===== src/rtl/alu_pkg.sv =====
// Shared definitions for the handshaked ALU: opcodes, flag bit positions and FSM states.
package alu_pkg;

    // Operation codes carried on opCode
    localparam logic [2:0] OP_ADD = 3'd0;
    localparam logic [2:0] OP_SUB = 3'd1;
    localparam logic [2:0] OP_XOR = 3'd2;
    localparam logic [2:0] OP_AND = 3'd3;
    localparam logic [2:0] OP_OR  = 3'd4;
    localparam logic [2:0] OP_MUL = 3'd5;
    localparam logic [2:0] OP_SHL = 3'd6;
    localparam logic [2:0] OP_SHR = 3'd7;

    // Bit positions inside the 4-bit flags word {V,C,N,Z}
    localparam int unsigned FLAG_Z = 0;
    localparam int unsigned FLAG_N = 1;
    localparam int unsigned FLAG_C = 2;
    localparam int unsigned FLAG_V = 3;

    // Control FSM of the top level
    typedef enum logic {
        ST_IDLE     = 1'b0,
        ST_MUL_BUSY = 1'b1
    } alu_state_e;

endpackage


===== src/rtl/alu_seq_mul.sv =====
// Iterative shift-add unsigned multiplier, one multiplier bit per clock edge.
// Bit 0 is consumed on the start edge, so the product is ready DATA_WIDTH-1 edges later
// and done pulses for exactly one cycle with the full product on 'product'.
module alu_seq_mul #(
    parameter int unsigned DATA_WIDTH = 16,
    localparam int unsigned RES_W     = 2 * DATA_WIDTH
) (
    input  logic                  clk,
    input  logic                  rst,
    input  logic                  start,
    input  logic [DATA_WIDTH-1:0] operand_a,
    input  logic [DATA_WIDTH-1:0] operand_b,
    output logic                  done,
    output logic [RES_W-1:0]      product
);

    localparam int unsigned CNT_W = $clog2(DATA_WIDTH + 1);

    logic [RES_W-1:0]      mcand_q, mcand_d;
    logic [DATA_WIDTH-1:0] mplier_q, mplier_d;
    logic [RES_W-1:0]      acc_q, acc_d;
    logic [CNT_W-1:0]      cnt_q, cnt_d;
    logic                  run_q, run_d;
    logic                  done_q, done_d;

    // Next-state: load on start (consuming bit 0), then accumulate one bit per edge
    always_comb begin
        mcand_d  = mcand_q;
        mplier_d = mplier_q;
        acc_d    = acc_q;
        cnt_d    = cnt_q;
        run_d    = run_q;
        done_d   = 1'b0;
        if (start) begin
            mcand_d  = RES_W'(operand_a) << 1;
            mplier_d = operand_b >> 1;
            acc_d    = operand_b[0] ? RES_W'(operand_a) : '0;
            cnt_d    = CNT_W'(1);
            run_d    = 1'b1;
        end else if (run_q) begin
            acc_d    = acc_q + (mplier_q[0] ? mcand_q : '0);
            mcand_d  = mcand_q << 1;
            mplier_d = mplier_q >> 1;
            cnt_d    = cnt_q + 1'b1;
            // Last bit processed on this edge
            if (cnt_q == CNT_W'(DATA_WIDTH - 1)) begin
                run_d  = 1'b0;
                done_d = 1'b1;
                cnt_d  = '0;
            end
        end
    end

    // State registers; reset abandons any multiply in flight
    always_ff @(posedge clk or posedge rst) begin
        if (rst) begin
            mcand_q  <= '0;
            mplier_q <= '0;
            acc_q    <= '0;
            cnt_q    <= '0;
            run_q    <= 1'b0;
            done_q   <= 1'b0;
        end else begin
            mcand_q  <= mcand_d;
            mplier_q <= mplier_d;
            acc_q    <= acc_d;
            cnt_q    <= cnt_d;
            run_q    <= run_d;
            done_q   <= done_d;
        end
    end

    assign done    = done_q;
    assign product = acc_q;

endmodule


===== src/rtl/alu_hs_pipe.sv =====
// Handshaked ALU with a registered output stage and an iterative multiplier.
// Build option: define ALU_FLAGS_EN to generate the {V,C,N,Z} flags; otherwise the
// flags port is tied to zero and no flag logic exists.
module alu_hs_pipe
    import alu_pkg::*;
#(
    parameter int unsigned DATA_WIDTH = 16,
    localparam int unsigned RES_W     = 2 * DATA_WIDTH
) (
    input  logic                  clk,
    input  logic                  rst,
    input  logic                  in_valid,
    output logic                  in_ready,
    input  logic [DATA_WIDTH-1:0] operandA,
    input  logic [DATA_WIDTH-1:0] operandB,
    input  logic [2:0]            opCode,
    output logic                  out_valid,
    input  logic                  out_ready,
    output logic [RES_W-1:0]      opResult,
    output logic [3:0]            flags,
    output logic                  busy
);

    localparam int unsigned SH_W = $clog2(DATA_WIDTH);

    alu_state_e state_q, state_d;

    logic                  out_valid_q, out_valid_d;
    logic [RES_W-1:0]      res_q, res_d;

    logic                  accept;
    logic                  is_mul;
    logic                  mul_start;
    logic                  mul_done;
    logic [RES_W-1:0]      mul_product;

    logic [DATA_WIDTH:0]   sum;
    logic [DATA_WIDTH:0]   diff;
    logic [SH_W-1:0]       sh_amt;
    logic [RES_W-1:0]      alu_res;

    // Only accept when idle and the output register is free or draining this edge
    assign in_ready  = (state_q == ST_IDLE) && (!out_valid_q || out_ready);
    assign accept    = in_valid && in_ready;
    assign is_mul    = (opCode == OP_MUL);
    assign mul_start = accept && is_mul;

    assign sum    = {1'b0, operandA} + {1'b0, operandB};
    assign diff   = {1'b0, operandA} - {1'b0, operandB};
    assign sh_amt = operandB[SH_W-1:0];

    alu_seq_mul #(
        .DATA_WIDTH (DATA_WIDTH)
    ) u_mul (
        .clk       (clk),
        .rst       (rst),
        .start     (mul_start),
        .operand_a (operandA),
        .operand_b (operandB),
        .done      (mul_done),
        .product   (mul_product)
    );

    // Single-cycle datapath result
    always_comb begin
        alu_res = '0;
        case (opCode)
            OP_ADD:  alu_res = RES_W'(sum);
            OP_SUB:  alu_res = {{(RES_W - DATA_WIDTH - 1){diff[DATA_WIDTH]}}, diff};
            OP_XOR:  alu_res = RES_W'(operandA ^ operandB);
            OP_AND:  alu_res = RES_W'(operandA & operandB);
            OP_OR:   alu_res = RES_W'(operandA | operandB);
            OP_SHL:  alu_res = RES_W'(operandA) << sh_amt;
            OP_SHR:  alu_res = RES_W'(operandA >> sh_amt);
            default: alu_res = '0;
        endcase
    end

    // Control FSM next-state: IDLE while single-cycle ops flow, MUL_BUSY until done
    always_comb begin
        state_d = state_q;
        unique case (state_q)
            ST_IDLE:     if (mul_start) state_d = ST_MUL_BUSY;
            ST_MUL_BUSY: if (mul_done)  state_d = ST_IDLE;
            default:     state_d = ST_IDLE;
        endcase
    end

    // Output register next-state: drain on handshake, reload on completion
    always_comb begin
        out_valid_d = out_valid_q;
        res_d       = res_q;
        if (out_valid_q && out_ready) begin
            out_valid_d = 1'b0;
        end
        if (accept && !is_mul) begin
            out_valid_d = 1'b1;
            res_d       = alu_res;
        end else if (mul_done) begin
            out_valid_d = 1'b1;
            res_d       = mul_product;
        end
    end

    // FSM and output registers
    always_ff @(posedge clk or posedge rst) begin
        if (rst) begin
            state_q     <= ST_IDLE;
            out_valid_q <= 1'b0;
            res_q       <= '0;
        end else begin
            state_q     <= state_d;
            out_valid_q <= out_valid_d;
            res_q       <= res_d;
        end
    end

`ifdef ALU_FLAGS_EN
    logic [3:0] flags_q, flags_d;

    // Flags next-state, loaded together with the result
    always_comb begin
        flags_d = flags_q;
        if (accept && !is_mul) begin
            flags_d         = '0;
            flags_d[FLAG_Z] = (alu_res == '0);
            flags_d[FLAG_N] = alu_res[RES_W-1];
            if (opCode == OP_ADD) begin
                flags_d[FLAG_C] = sum[DATA_WIDTH];
                flags_d[FLAG_V] = (operandA[DATA_WIDTH-1] == operandB[DATA_WIDTH-1]) &&
                                  (sum[DATA_WIDTH-1] != operandA[DATA_WIDTH-1]);
            end else if (opCode == OP_SUB) begin
                flags_d[FLAG_C] = diff[DATA_WIDTH];
                flags_d[FLAG_V] = (operandA[DATA_WIDTH-1] != operandB[DATA_WIDTH-1]) &&
                                  (diff[DATA_WIDTH-1] != operandA[DATA_WIDTH-1]);
            end
        end else if (mul_done) begin
            flags_d         = '0;
            flags_d[FLAG_Z] = (mul_product == '0);
            flags_d[FLAG_N] = mul_product[RES_W-1];
        end
    end

    // Flags register
    always_ff @(posedge clk or posedge rst) begin
        if (rst) begin
            flags_q <= '0;
        end else begin
            flags_q <= flags_d;
        end
    end

    assign flags = flags_q;
`else
    assign flags = 4'b0;
`endif

    assign out_valid = out_valid_q;
    assign opResult  = res_q;
    assign busy      = (state_q == ST_MUL_BUSY);

endmodule


===== config.mk =====
export PLATFORM = sky130hd
export DESIGN_NAME = alu_hs_pipe
export DESIGN_NICKNAME = d
export VERILOG_FILES = /design/src/rtl/alu_pkg.sv /design/src/rtl/alu_seq_mul.sv /design/src/rtl/alu_hs_pipe.sv
export SDC_FILE = /design/constraint.sdc
export NUM_CORES = 1
export LEC_CHECK = 0
export ABC_CLOCK_PERIOD_IN_PS = 3600
export CORE_MARGIN = 2
export CORE_UTILIZATION = 50
export CTS_CLUSTER_SIZE = 24
export DETAILED_ROUTE_END_ITERATION = 6
export PLACE_DENSITY_LB_ADDON = 0.1
export SKIP_LAST_GASP = 1
export SYNTH_ARGS = -nofsm -noshare
export SYNTH_HDL_FRONTEND = slang
export SYNTH_SLANG_ARGS = --single-unit

===== constraint.sdc =====
create_clock -name clk -period 3.6 [get_ports clk]
set_input_delay 0.36 -clock clk [delete_from_list [all_inputs] [get_ports clk]]
set_output_delay 0.36 -clock clk [all_outputs]
set_load 0.005 [all_outputs]

==> metrics <==
most numerous cell in the Yosys netlist=a21oi_1; Synth Area per Inst=around 8 sq um; Post-Route WL=between 30000 and 40000 um; unrepaired setup endpoints after global routing=no; largest net degree at the start of global routing=67; Post-synth EDFFs=0; antenna violations before repair=0; Commonest cells post-synth=157 x a21oi_1, 125 x nor2_1, 119 x dfrtp_1; worst-skew pair later-pin latency=roughly 0.42 ns; remaining global-route overflow=0; Final HPWL DP=between 20000 and 30000 um; area share of the largest cell type after synthesis=0.279; Ys Warns=0; Largest stage delay, worst path=0.54 ns; Critical R2R Capture=u_mul.product[30]$_DFFE_PP0N_; Synth cell types=73; Post-synth ARST share=1.00; # IOs=78; Final period util=0.924; worst reg2reg startpoint=u_mul.mplier_q[0]$_DFFE_PP0N_; Die Y=between 150 and 200 um; post-synthesis sequential area ratio=0.279; cts hold-fix bufs=0; post-DR wirelength/cell=between 20 and 25 um; All-Layer GR Usage=0.318; crit path max-delay cell type=a2111oi_0; Die W=roughly 150 um; Leakage=about 5.8 nW; status=completed; CP max FO=3; port bufs=73; # DRC=0; CTS Buffer Depth=2; TNS Setup=0 ns; Post-CTS Setup Bufs=0; WP data arrival=3.66 ns; Setup CP Type=input pin to flop; max-slew violations=0; Worst R2R Path Depth=12; antenna cells=0; Area contributors post-synth=dfrtp_1 28%, ha_1 9.8%, mux2i_1 9.0%, a21oi_1 7.4%, o21ai_0 5.4%; Cell Pwr Density=about 650 mW/mm^2; Area Overhead vs Synth=19.0%; routed via count=around 10000; met2 GRT Util=0.495; Cell Area, Synth=roughly 0.011 sq mm; fin crit period=3.33 ns; Fin. Hold Viols=0; Layout Nets=between 1500 and 2000; Crit. Startpoint=operandA[1]; num rows=between 50 and 60; Hold WS=0.382 ns; Final Setup Violations=0; DRT Pass-1 Iters=5; Synth Instances=1334; #FFs+latches synth=119; clk sink count=around 120; area leader, netlist=dfrtp_1; slack of the worst reg-to-reg path=0.27 ns; Slew headroom=0.422; Initial Utilization=0.508; Hold WC Path Type=input pin to async pin; Setup WS pre-CTS=-0.109 ns; met3 usage=0.0627; Max Cap Viol=0; M1 GR Usage=0.454; Tot Pwr=between 0.008 and 0.009 W; Worst Clk Skew=approximately 0.010 ns; Fillers=1915; Final GP Congestion=0.996; kind of end point of the critical path=flop; DIE AREA=roughly 0.023 sq mm; CTS Buf Count=17; Peak Freq=approximately 300 MHz; Max rail drop VDD=around 0.33 mV; crit path launch type=input pin; crit path to=opResult[13]$_DFFE_PP0P_; number of global-route vias before repair=9817; fraction of layout cells with a size suffix above 1=0.102; CTS resizes=0; H-tree Lvls=4; core region area=0.0210 sq mm; DR iter-0 viols=911; post-route ant nets=0; TritonCTS clock tree=yes; WP data required=about 4 ns; final setup margin=about 0.27 ns; first-pass GRT wire length=55400 um; Worst-Margin Slew=0.866 ns; crit-path cells=clkdlybuf4s50_1 > inv_1 > ha_1 > or2_2 > a221oi_1 > buf_4 > nor2_1 > o41ai_2 > a211o_1 > a21oi_1 > xnor2_1 > a2111oi_0 > a2bb2oi_1; Clock Root Buffer=clkbuf_16; GRT busiest layer=met2; Worst-path clk slew=about 0.060 ns; average vias per placed instance=slightly above 6; dominant synthesized flop cell=dfrtp_1
stage by stage:
step / util / std cells / instance area (sq um)
after floorplan: - / 1337 / 10700
after global placement: 0.577 / 1685 / 12100
after detailed placement: 0.577 / 1685 / 12100
after CTS: 0.605 / 1717 / 12700
after global routing: 0.605 / 1717 / 12700
final: 0.605 / 1717 / 12700
worst max-delay path, delay by kind of cell:
kind | cells | cell delay (ns)
xor+xnor | 1 | 0.13
fa+ha+maj | 1 | 0.31
compound gates | 6 | 1.75
buf+inv | 3 | 0.74
simple gates | 2 | 0.37
routing by layer:
layer | part of all wire | routed length (um) | vias to the layer above
met5 | 0 | 0 | -
met4 | 0.021 | 749 | 0
met3 | 0.074 | 2620 | 57
met2 | 0.45 | 15900 | 423
met1 | 0.46 | 16200 | 5035
li1 | - | - | 4975
logic make-up after synthesis:
logic type / after synthesis / share of synthesized area
other: 1 / 0.000351
buffers and inverters: 153 / 0.0571
adders and majority gates: 87 / 0.104
and+or+nand+nor: 401 / 0.175
xor gates and xnor gates: 35 / 0.0287
DFF: 119 / 0.279
muxes: 105 / 0.106
AOI/OAI and AO/OA: 433 / 0.250
registers in the layout (all words and copies together), names as in the netlist:
signal,flops
opResult,32
u_mul.product,32
u_mul.mcand_q,31
u_mul.mplier_q,15
u_mul.cnt_q,5
busy,1
out_valid,1
u_mul.done,1
u_mul.run_q,1
placed cells by master (no fill, tap or decap), drive strengths merged, types with 8 or more instances in the layout:
master	count
a2111oi	9
clkbuf	19
nand2b	17
mux2i	96
o21ai	124
ha	84
xor2	13
nand3	28
a221oi	10
nor2	125
nor2b	13
clkdlybuf4s50	72
nor3	30
o211ai	8
a21o	26
nand4	9
nand2	110
dfrtp	119
a211oi	23
a21oi	157
a22oi	8
and2	35
inv	70
xnor2	22
buf	89
worst min-delay path by stage:
stage                                      start                             to  slack, ns  depth (start not counted)
finish                                       rst  u_mul.mcand_q[25]$_DFFE_PP0N_       0.38                          2
detailed placement      opResult[28]$_DFFE_PP0P_       opResult[28]$_DFFE_PP0P_       0.47                          1
global placement        opResult[28]$_DFFE_PP0P_       opResult[28]$_DFFE_PP0P_       0.48                          1
floorplan           u_mul.product[0]$_DFFE_PP0P_   u_mul.product[0]$_DFFE_PP0P_       0.45                          2
global route                                 rst  u_mul.mcand_q[25]$_DFFE_PP0N_       0.43                          2
CTS                                          rst  u_mul.mcand_q[24]$_DFFE_PP0N_       0.40                          2
power breakdown:
group | total [W] | switching (W) | internal, W
Clock | 0.00171 | 0.000702 | 0.00101
Combinational | 0.00399 | 0.00209 | 0.00189
Sequential | 0.00262 | 0.000655 | 0.00196
Total | 0.00831 | 0.00345 | 0.00486
area by class of cell:
cell class              instances  area (sq um)  share of cell area
clock buffers                  19           453              0.0356
clock inverters                13           136              0.0107
inverters                      65           246              0.0194
multi-input cells            1065          7110               0.560
flip-flops and latches        119          2980               0.235
well taps                     275           344              0.0271
repair buffers                161          1440               0.113
No activity file was read; power rests on OpenSTA's default activity.
